File: config.mk
export PLATFORM = sky130hd
export DESIGN_NAME = johnson_compare_scheduler
export DESIGN_NICKNAME = d
export VERILOG_FILES = /design/src/rtl/johnson_compare_scheduler.sv
export SDC_FILE = /design/constraint.sdc
export NUM_CORES = 1
export LEC_CHECK = 0
export ABC_AREA = 1
export ABC_CLOCK_PERIOD_IN_PS = 3960
export BUFFER_PORTS_ARGS = -buffer_cell sky130_fd_sc_hd__buf_2
export CAP_MARGIN = 10
export CELL_PAD_IN_SITES_DETAIL_PLACEMENT = 0
export CELL_PAD_IN_SITES_GLOBAL_PLACEMENT = 1
export CORE_AREA = 2 2 48 54
export CTS_CLUSTER_DIAMETER = 200
export CTS_CLUSTER_SIZE = 30
export DETAILED_ROUTE_END_ITERATION = 7
export DIE_AREA = 0 0 50 56
export GPL_ROUTABILITY_DRIVEN = 0
export PLACE_DENSITY = 0.88
export SLEW_MARGIN = 25
export SYNTH_ARGS = -nofsm -noshare
export SYNTH_HDL_FRONTEND = slang
export SYNTH_SLANG_ARGS = --single-unit
File: constraint.sdc
create_clock -name i_clk -period 3.96 [get_ports i_clk]
set_clock_uncertainty 0.2 [all_clocks]
set_input_delay 0.594 -clock i_clk [delete_from_list [all_inputs] [get_ports i_clk]]
set_output_delay 0.594 -clock i_clk [all_outputs]
set_load 0.01 [all_outputs]
File: src/rtl/johnson_compare_scheduler.sv
// ---------------------------------------------------------------------------
// johnson_compare_scheduler
//
// Shares one Johnson counter/comparator between NREQ requesters. Pending
// requests are granted round-robin. For the granted requester the counter runs
// from zero until it equals the latched target code (o_done pulse) or until
// every one of the 2*WIDTH Johnson states has been visited without a match
// (o_err pulse, the target is not a Johnson code). A run can be abandoned with
// i_abort.
//
// Ports
//   i_clk     in   1           clock, rising edge
//   i_rst     in   1           asynchronous reset, active-high
//   i_req     in   NREQ        request levels, held until the matching o_gnt bit
//   i_target  in   NREQ*WIDTH  target codes, slice r = [r*WIDTH +: WIDTH]
//   i_abort   in   1           synchronous abort of the current run
//   o_gnt     out  NREQ        one-hot single-cycle grant pulse
//   o_busy    out  1           high while a run is in progress
//   o_count   out  WIDTH       current Johnson counter value
//   o_done    out  1           single-cycle pulse: counter matched target
//   o_err     out  1           single-cycle pulse: no match in 2*WIDTH states
//   o_id      out  IDW         requester index of the current/last run
// ---------------------------------------------------------------------------
module johnson_compare_scheduler #(
  parameter  int WIDTH = 4,
  parameter  int NREQ  = 2,
  localparam int IDW   = (NREQ > 1) ? $clog2(NREQ) : 1
) (
  input  logic                    i_clk,
  input  logic                    i_rst,
  input  logic [NREQ-1:0]         i_req,
  input  logic [NREQ*WIDTH-1:0]   i_target,
  input  logic                    i_abort,
  output logic [NREQ-1:0]         o_gnt,
  output logic                    o_busy,
  output logic [WIDTH-1:0]        o_count,
  output logic                    o_done,
  output logic                    o_err,
  output logic [IDW-1:0]          o_id
);

  // Step counter only has to reach 2*WIDTH-1, where the run always exits.
  localparam int SW   = $clog2(2 * WIDTH);
  localparam int LAST = 2 * WIDTH - 1;

  typedef enum logic {
    IDLE = 1'b0,
    RUN  = 1'b1
  } state_t;

  state_t           state, state_nxt;
  logic [WIDTH-1:0] cnt,   cnt_nxt;
  logic [WIDTH-1:0] tgt,   tgt_nxt;
  logic [SW-1:0]    step,  step_nxt;
  logic [IDW-1:0]   ptr,   ptr_nxt;
  logic [IDW-1:0]   id_nxt;
  logic [NREQ-1:0]  gnt_nxt;
  logic             done_nxt;
  logic             err_nxt;

  // Round-robin pick: first requester at or after ptr+1, wrapping.
  logic             found;
  logic [IDW-1:0]   win;

  // NOTE: every variable written in an always_comb gets a default first, so
  // no path through the block can leave it unassigned and infer a latch.
  always_comb begin
    found = 1'b0;
    win   = '0;
    for (int off = 1; off <= NREQ; off++) begin
      if (!found && i_req[(int'(ptr) + off) % NREQ]) begin
        found = 1'b1;
        win   = IDW'((int'(ptr) + off) % NREQ);
      end
    end
  end

  always_comb begin
    state_nxt = state;
    cnt_nxt   = cnt;
    tgt_nxt   = tgt;
    step_nxt  = step;
    ptr_nxt   = ptr;
    id_nxt    = o_id;
    gnt_nxt   = '0;
    done_nxt  = 1'b0;
    err_nxt   = 1'b0;

    unique case (state)
      IDLE: begin
        if (found) begin
          gnt_nxt      = '0;
          gnt_nxt[win] = 1'b1;
          tgt_nxt      = i_target[int'(win)*WIDTH +: WIDTH];
          id_nxt       = win;
          ptr_nxt      = win;
          cnt_nxt      = '0;
          step_nxt     = '0;
          state_nxt    = RUN;
        end
      end
      RUN: begin
        if (i_abort) begin
          state_nxt = IDLE;
        end else if (cnt == tgt) begin
          done_nxt  = 1'b1;
          state_nxt = IDLE;
        end else if (step == SW'(LAST)) begin
          // All 2*WIDTH states seen without a match: target is not a Johnson code.
          err_nxt   = 1'b1;
          state_nxt = IDLE;
        end else begin
          cnt_nxt  = {cnt[WIDTH-2:0], ~cnt[WIDTH-1]};
          step_nxt = step + SW'(1);
        end
      end
      default: state_nxt = IDLE;
    endcase
  end

  // NOTE: state registers use non-blocking assignments so every flop samples
  // the values from before the edge, independent of statement order.
  always_ff @(posedge i_clk or posedge i_rst) begin
    if (i_rst) begin
      state  <= IDLE;
      cnt    <= '0;
      tgt    <= '0;
      step   <= '0;
      ptr    <= IDW'(NREQ - 1);
      o_id   <= '0;
      o_gnt  <= '0;
      o_done <= 1'b0;
      o_err  <= 1'b0;
    end else begin
      state  <= state_nxt;
      cnt    <= cnt_nxt;
      tgt    <= tgt_nxt;
      step   <= step_nxt;
      ptr    <= ptr_nxt;
      o_id   <= id_nxt;
      o_gnt  <= gnt_nxt;
      o_done <= done_nxt;
      o_err  <= err_nxt;
    end
  end

  assign o_busy  = (state == RUN);
  assign o_count = cnt;

endmodule

* Word level (Yosys, flattened, before mapping) *
Cells that the tools add are included.

storage, ports and cells
  output and inout port bits = 10
  bits in registers = 18
  bits of input ports = 13
  word-level logic and storage cells = 68

operators by class
  equal/unequal tests = 6
  bitwise gates (word level) = 4
  muxes and demuxes = 36
  reduce and logical (&&, ||, !) cells = 5
  add/sub/neg operators = 3
  order comparisons = 4
  shift-type cells = 1

operator list
  operator                                                                       count
  1-bit two-way mux                                                              22
  4-bit two-way mux                                                              4
  3-bit two-way mux                                                              4
  2-bit inequality test (second input constant)                                  4
  4-bit one-hot mux with 2 select lines                                          1
  8-bit by 4-bit variable part select with 4-bit output                          1
  2-bit by 3-bit less-than comparator with 1-bit output (second input constant)  2
  3-bit one-hot mux with 2 select lines                                          1
  4-bit == test                                                                  1
  2-bit two-way mux                                                              2
  4-bit AND reduction                                                            1
  3-bit by 1-bit adder with 3-bit output (second input constant)                 1
  3-bit == test (second input constant)                                          1
  1-bit adder (second input constant)                                            2
  1-bit AND (first input constant)                                               2
  1-bit logical AND                                                              2
  1-bit by 2-bit less-than comparator with 1-bit output (second input constant)  1
  1-bit inverter                                                                 2
  1-bit one-hot mux with 2 select lines                                          1
  2-bit AND reduction                                                            1
  1-bit demux with 1-bit select                                                  1
  1-bit greater-or-equal comparator (second input constant)                      1
  1-bit zero test                                                                1

* Logic depth before layout (Yosys ltp) *
  depth after elaboration = 15
  mapped depth = 8
  gate-level depth less buffers = 8

* Worst setup path after synthesis *
OpenSTA, ideal clock, no wires.

  path type = in2reg
  from = input i_req[0]
  to = register tgt[0]
  path slack = 2.516 ns
  library setup time = 0.126 ns
  required time = 3.634 ns
  stages on the path = 4
  arrival = 1.117 ns
  buffers on the path = 0
  cells stage by stage = o21ai_0 -> inv_1 -> o21ai_0 -> o22ai_1

on the way
  word-level cells in the longest chain between the ends = 8
  elaborated cells between the ends (all ways) = 14
  those cells by class = shift: 1; mux: 10; reduce/logical: 3

RTL lines
  element                                                                                       line  source
  start: declaration                                                                            31    input logic [NREQ-1:0] i_req,
  1-bit two-way mux (not written as such) (3 in series)                                         71    if (!found && i_req[(int'(ptr) + off) % NREQ]) begin
  1-bit two-way mux                                                                             71
  1-bit zero test                                                                               71
  1-bit logical AND                                                                             71
  1-bit two-way mux                                                                             71
  8-bit by 4-bit variable part select with 4-bit output or 2-bit AND reduction (tied branches)  --
  end signal: assignment                                                                        137   tgt <= tgt_nxt;
  end: declaration                                                                              53    logic [WIDTH-1:0] tgt, tgt_nxt;

Several ways; a longest one is shown, not always the timed one. The select of a mux whose other input is x is not followed.
A chain may end at the register's enable or synchronous reset.

* Final worst setup path *
  from = register cnt[2] (netlist: o_count[2])
  to = output o_count[2]

RTL lines
  element                   line  source
  start: declaration        52    logic [WIDTH-1:0] cnt, cnt_nxt;
  start signal: assignment  136   cnt <= cnt_nxt;
  end: declaration          36    output logic [WIDTH-1:0] o_count,

No word-level cell between the ends.

==> results by stage <==
Logic synthesis:
- Among all flip-flop cells after synthesis, the most frequent one is dfrtp_1.
- After synthesis the cells add up to between 800 and 900 µm².
- The post-synthesis cell type count is 16.
- The largest area contributor in the netlist is dfrtp_1.
- The share of flip-flops with an asynchronous set or reset after synthesis is 1.000.
- Sorting the synthesized cells by area gives the leading types as dfrtp_1, nand2_1, inv_1.
- The area share of the largest cell type after synthesis is 0.5022.
- After technology mapping, the gate count stands at between 90 and 100.
- By count the netlist is led by nand2_1, dfrtp_1, inv_1.
- Averaged over all synthesized cells, the footprint is about 8.6 µm².
- The number of synthesis warnings is 0.
- Synthesis inferred 18 register bits.
- The most frequent cell after synthesis is nand2_1.
- The number of flops mapped to enable cells by yosys is 0.
- Synthesis produced a netlist with a net count of around 110.
- The sequential fraction of the synthesis area is 0.5332.

Critical path:
- The critical path goes through buf_2.
- The cell with the largest stage delay on the worst path is dfrtp_1.
- The family with the most delay on the worst path is flip-flops.
- The critical path capture point type is an output port.
- The critical path is of the reg -> out type.
- On the worst path, the slowest cell contributes a delay of about 440 ps.
- STA puts the critical path data required time at roughly 3200 ps.
- The kind of start point of the critical path is a flop.
- The signal arrival time at the worst endpoint is a little under 900 ps.
- The number of buffers and inverters on the critical path is 1.
- Of all nets on the critical path, the largest fanout is 5.
- In this run the number of cells on the critical path is 1.
- The path depth of the worst reg2reg path is 6.

CTS:
- The TritonCTS clock tree is yes.
- The maximum buffer depth of the clock tree is 2.
- Once the clock tree was built, the resizer swapped 0 gates to a different size.
- The number of hold buffers added after CTS is 0.
- TritonCTS created 3 clock buffers.
- Clock-pin slew was measured on the worst setup and hold paths at ~100 ps.
- The number of clock sinks is 18.
- The number of buffers inserted by post-CTS setup repair is 0.
- At the later pin of the worst-skew pair, clock insertion delay measures roughly 290 ps.
- The number of H-tree levels is 1.
- The cell at the root of the clock tree is clkbuf_4.

Power and ir drop:
- The worst ir drop on vdd is 0.0003580 V.
- Summing internal, switching and leakage power gives 0.7046 mW.
- For this design the static power due to leakage is slightly below 0.6 nW.
- Dividing total power by cell area gives a power density of a little under 700 nW/µm².

Drt:
- The wire length on met1 is between 700 and 800 µm.
- The routed via count divided by cell count is around 4.6.
- The final layout contains routed wiring with a total length of between 1500 and 2000 µm.
- Detailed routing inserted a total of around 710 vias.
- The first-pass iteration count of the detailed router is 4.
- The wire length on met2 is 875 µm.
- After detailed routing, the average wire length per cell comes to between 10 and 15 µm.
- The residual DRC count is 0.
- The amount of wire on met3 after detailed routing is 67 µm.
- The count of nets left with antenna violations once routing finished came out at 0.
- The top layer reached by signal wires is met4.
- For this block, the initial DRC count from the detailed router was 14.

Finish:
- The multi-input logic area is roughly 330 µm².
- The layout overhead on the synthesized area is 20.83%.
- The design area is slightly above 1000 µm².
- 0 antenna diodes ended up in the layout.
- Of the cells placed in the final design, the portion with a size suffix greater than 1 is 0.2560.
- At the end of the flow, the number of nets in the layout was between 100 and 150.
- At the end of the flow the core is filled with cells to 0.4590.
- The number of filler cells placed in the layout is approximately 230.
- The footprint of the flip-flops and latches is 451.7 µm².
- Excluding fillers, the count of instances in the completed layout stands at ~160.

Global routing:
- The number of antenna violations at the first check in global routing is 0.
- The global-route total usage across every layer is 0.1381.
- After global routing the overflow that remains totals 0.
- The wire length of the first global-routing pass is about 3000 µm.
- The number of global-route vias before repair is 731.
- The maximum number of pins on one net before global-route repair is 19.

Placed design:
- After detailed placement, the total cell area comes to ~1000 µm².
- The post-placement setup slack is between 2000 and 2500 ps.
- Detailed placement ended at an HPWL of about 1300 µm.
- In this run, placement finished with an instance count of 151.
- The number of buffers inserted by port buffering is 22.

Status:
- The run finished with clean final reports.

Timing:
- The final hold violation count is 0.
- The transition time of the tightest slew-check pin is 652.9 ps.
- The number of max-slew violations in the final report is 0.
- The final critical-path setup slack is ~2300 ps.
- The number of setup violations in the final report is 0.
- The maximum clock rate is just under 600 MHz.
- The setup TNS is 0 ps.
- Subtracting the final worst setup slack from the clock period gives around 1700 ps.
- Setup repair after global routing left no endpoint under its margin.
- Measured against its own limit, the worst slew margin works out to 0.5642.
- The final hold slack is between 150 and 200 ps.
- The portion of the clock cycle consumed by the worst path in the final layout is 0.4255.

Flow run:
- The max-capacitance violation count is 0.

Floorplan:
- The number of placed I/O pins is 23.
- For this configuration, the core starts out at a cell density of 0.3799.
- The floorplan step defined a die boundary enclosing 2800 µm².
- The die boundary height is 56 µm.
- The row count is 18.
- The core region is around 2200 µm².
- The die boundary width is 50 µm.

Worst hold path:
- The min-delay analysis places its worst path in the category in -> async.
==> layer usage <==
layer  vias to the layer above  track usage
li1                        374            -
met1                       322       0.1695
met2                        13       0.2350
met3                         2      0.02151
met4                         0      0.05952
met5                         -            0
==> cells by family (layout without fill, tap and decap cells) <==
group | after synthesis | after routing | synth area share
buffers and inverters | 16 | 42 | 0.07237
flip-flops | 18 | 18 | 0.5332
AND/OR/NAND/NOR | 54 | 54 | 0.3058
adder cells (fa/ha/maj) | 2 | 2 | 0.02954
AO/OA/AOI/OAI | 9 | 9 | 0.05907
==> layout by cell type (no fill, tap or decap), drive strengths merged <==
cell type / Yosys / final
inv: 14 / 14
dfstp: 1 / 1
nor3: 1 / 1
buf: 1 / 23
o22ai: 4 / 4
nand2: 28 / 28
clkbuf: 0 / 4
nor2: 10 / 10
clkinv: 1 / 1
nand3: 8 / 8
ha: 2 / 2
o21ai: 5 / 5
dfrtp: 17 / 17
nand4: 7 / 7
==> report_power, final <==
part | leakage, nW | total (mW) | switching, mW | internal (mW)
Sequential | 0.230 | 0.303 | 0.0470 | 0.256
Clock | 0.0150 | 0.0937 | 0.0546 | 0.0391
Combinational | 0.336 | 0.308 | 0.194 | 0.114
Total | 0.581 | 0.705 | 0.295 | 0.409
==> sequential cells by signal, summed over array words and instances (netlist names) <==
| register | flops |
|---|---|
| tgt | 4 |
| o_err | 1 |
| ptr | 1 |
| o_gnt | 2 |
| o_done | 1 |
| o_id | 1 |
| step | 3 |
| o_busy | 1 |
| o_count | 4 |
==> area by class of cell <==
| type | count | share of cell area |
|---|---|---|
| Sequential cell | 18 | 0.4413 |
| Multi-Input combinational cell | 65 | 0.3264 |
| Clock buffer | 4 | 0.02567 |
| Tap cell | 30 | 0.03667 |
| Inverter | 15 | 0.05501 |
| Timing Repair Buffer | 23 | 0.1149 |
==> worst paths after layout <==
kind                                            end  slack (ps)                   start
max in group asynchronous           o_err$_DFF_PP0_        2960                   i_rst
worst min register to register      ptr$_DFFE_PP1P_         280         ptr$_DFFE_PP1P_
worst max-delay path                     o_count[2]        2270  o_count[2]$_DFFE_PP0P_
worst max register to register  step[1]$_DFFE_PP0P_        2370     step[0]$_DFFE_PP0P_
worst min-delay path             o_gnt[1]$_DFF_PP0_         180                   i_rst
min in group i_clk                  ptr$_DFFE_PP1P_         280         ptr$_DFFE_PP1P_
No activity file was read; power rests on OpenSTA's default activity.
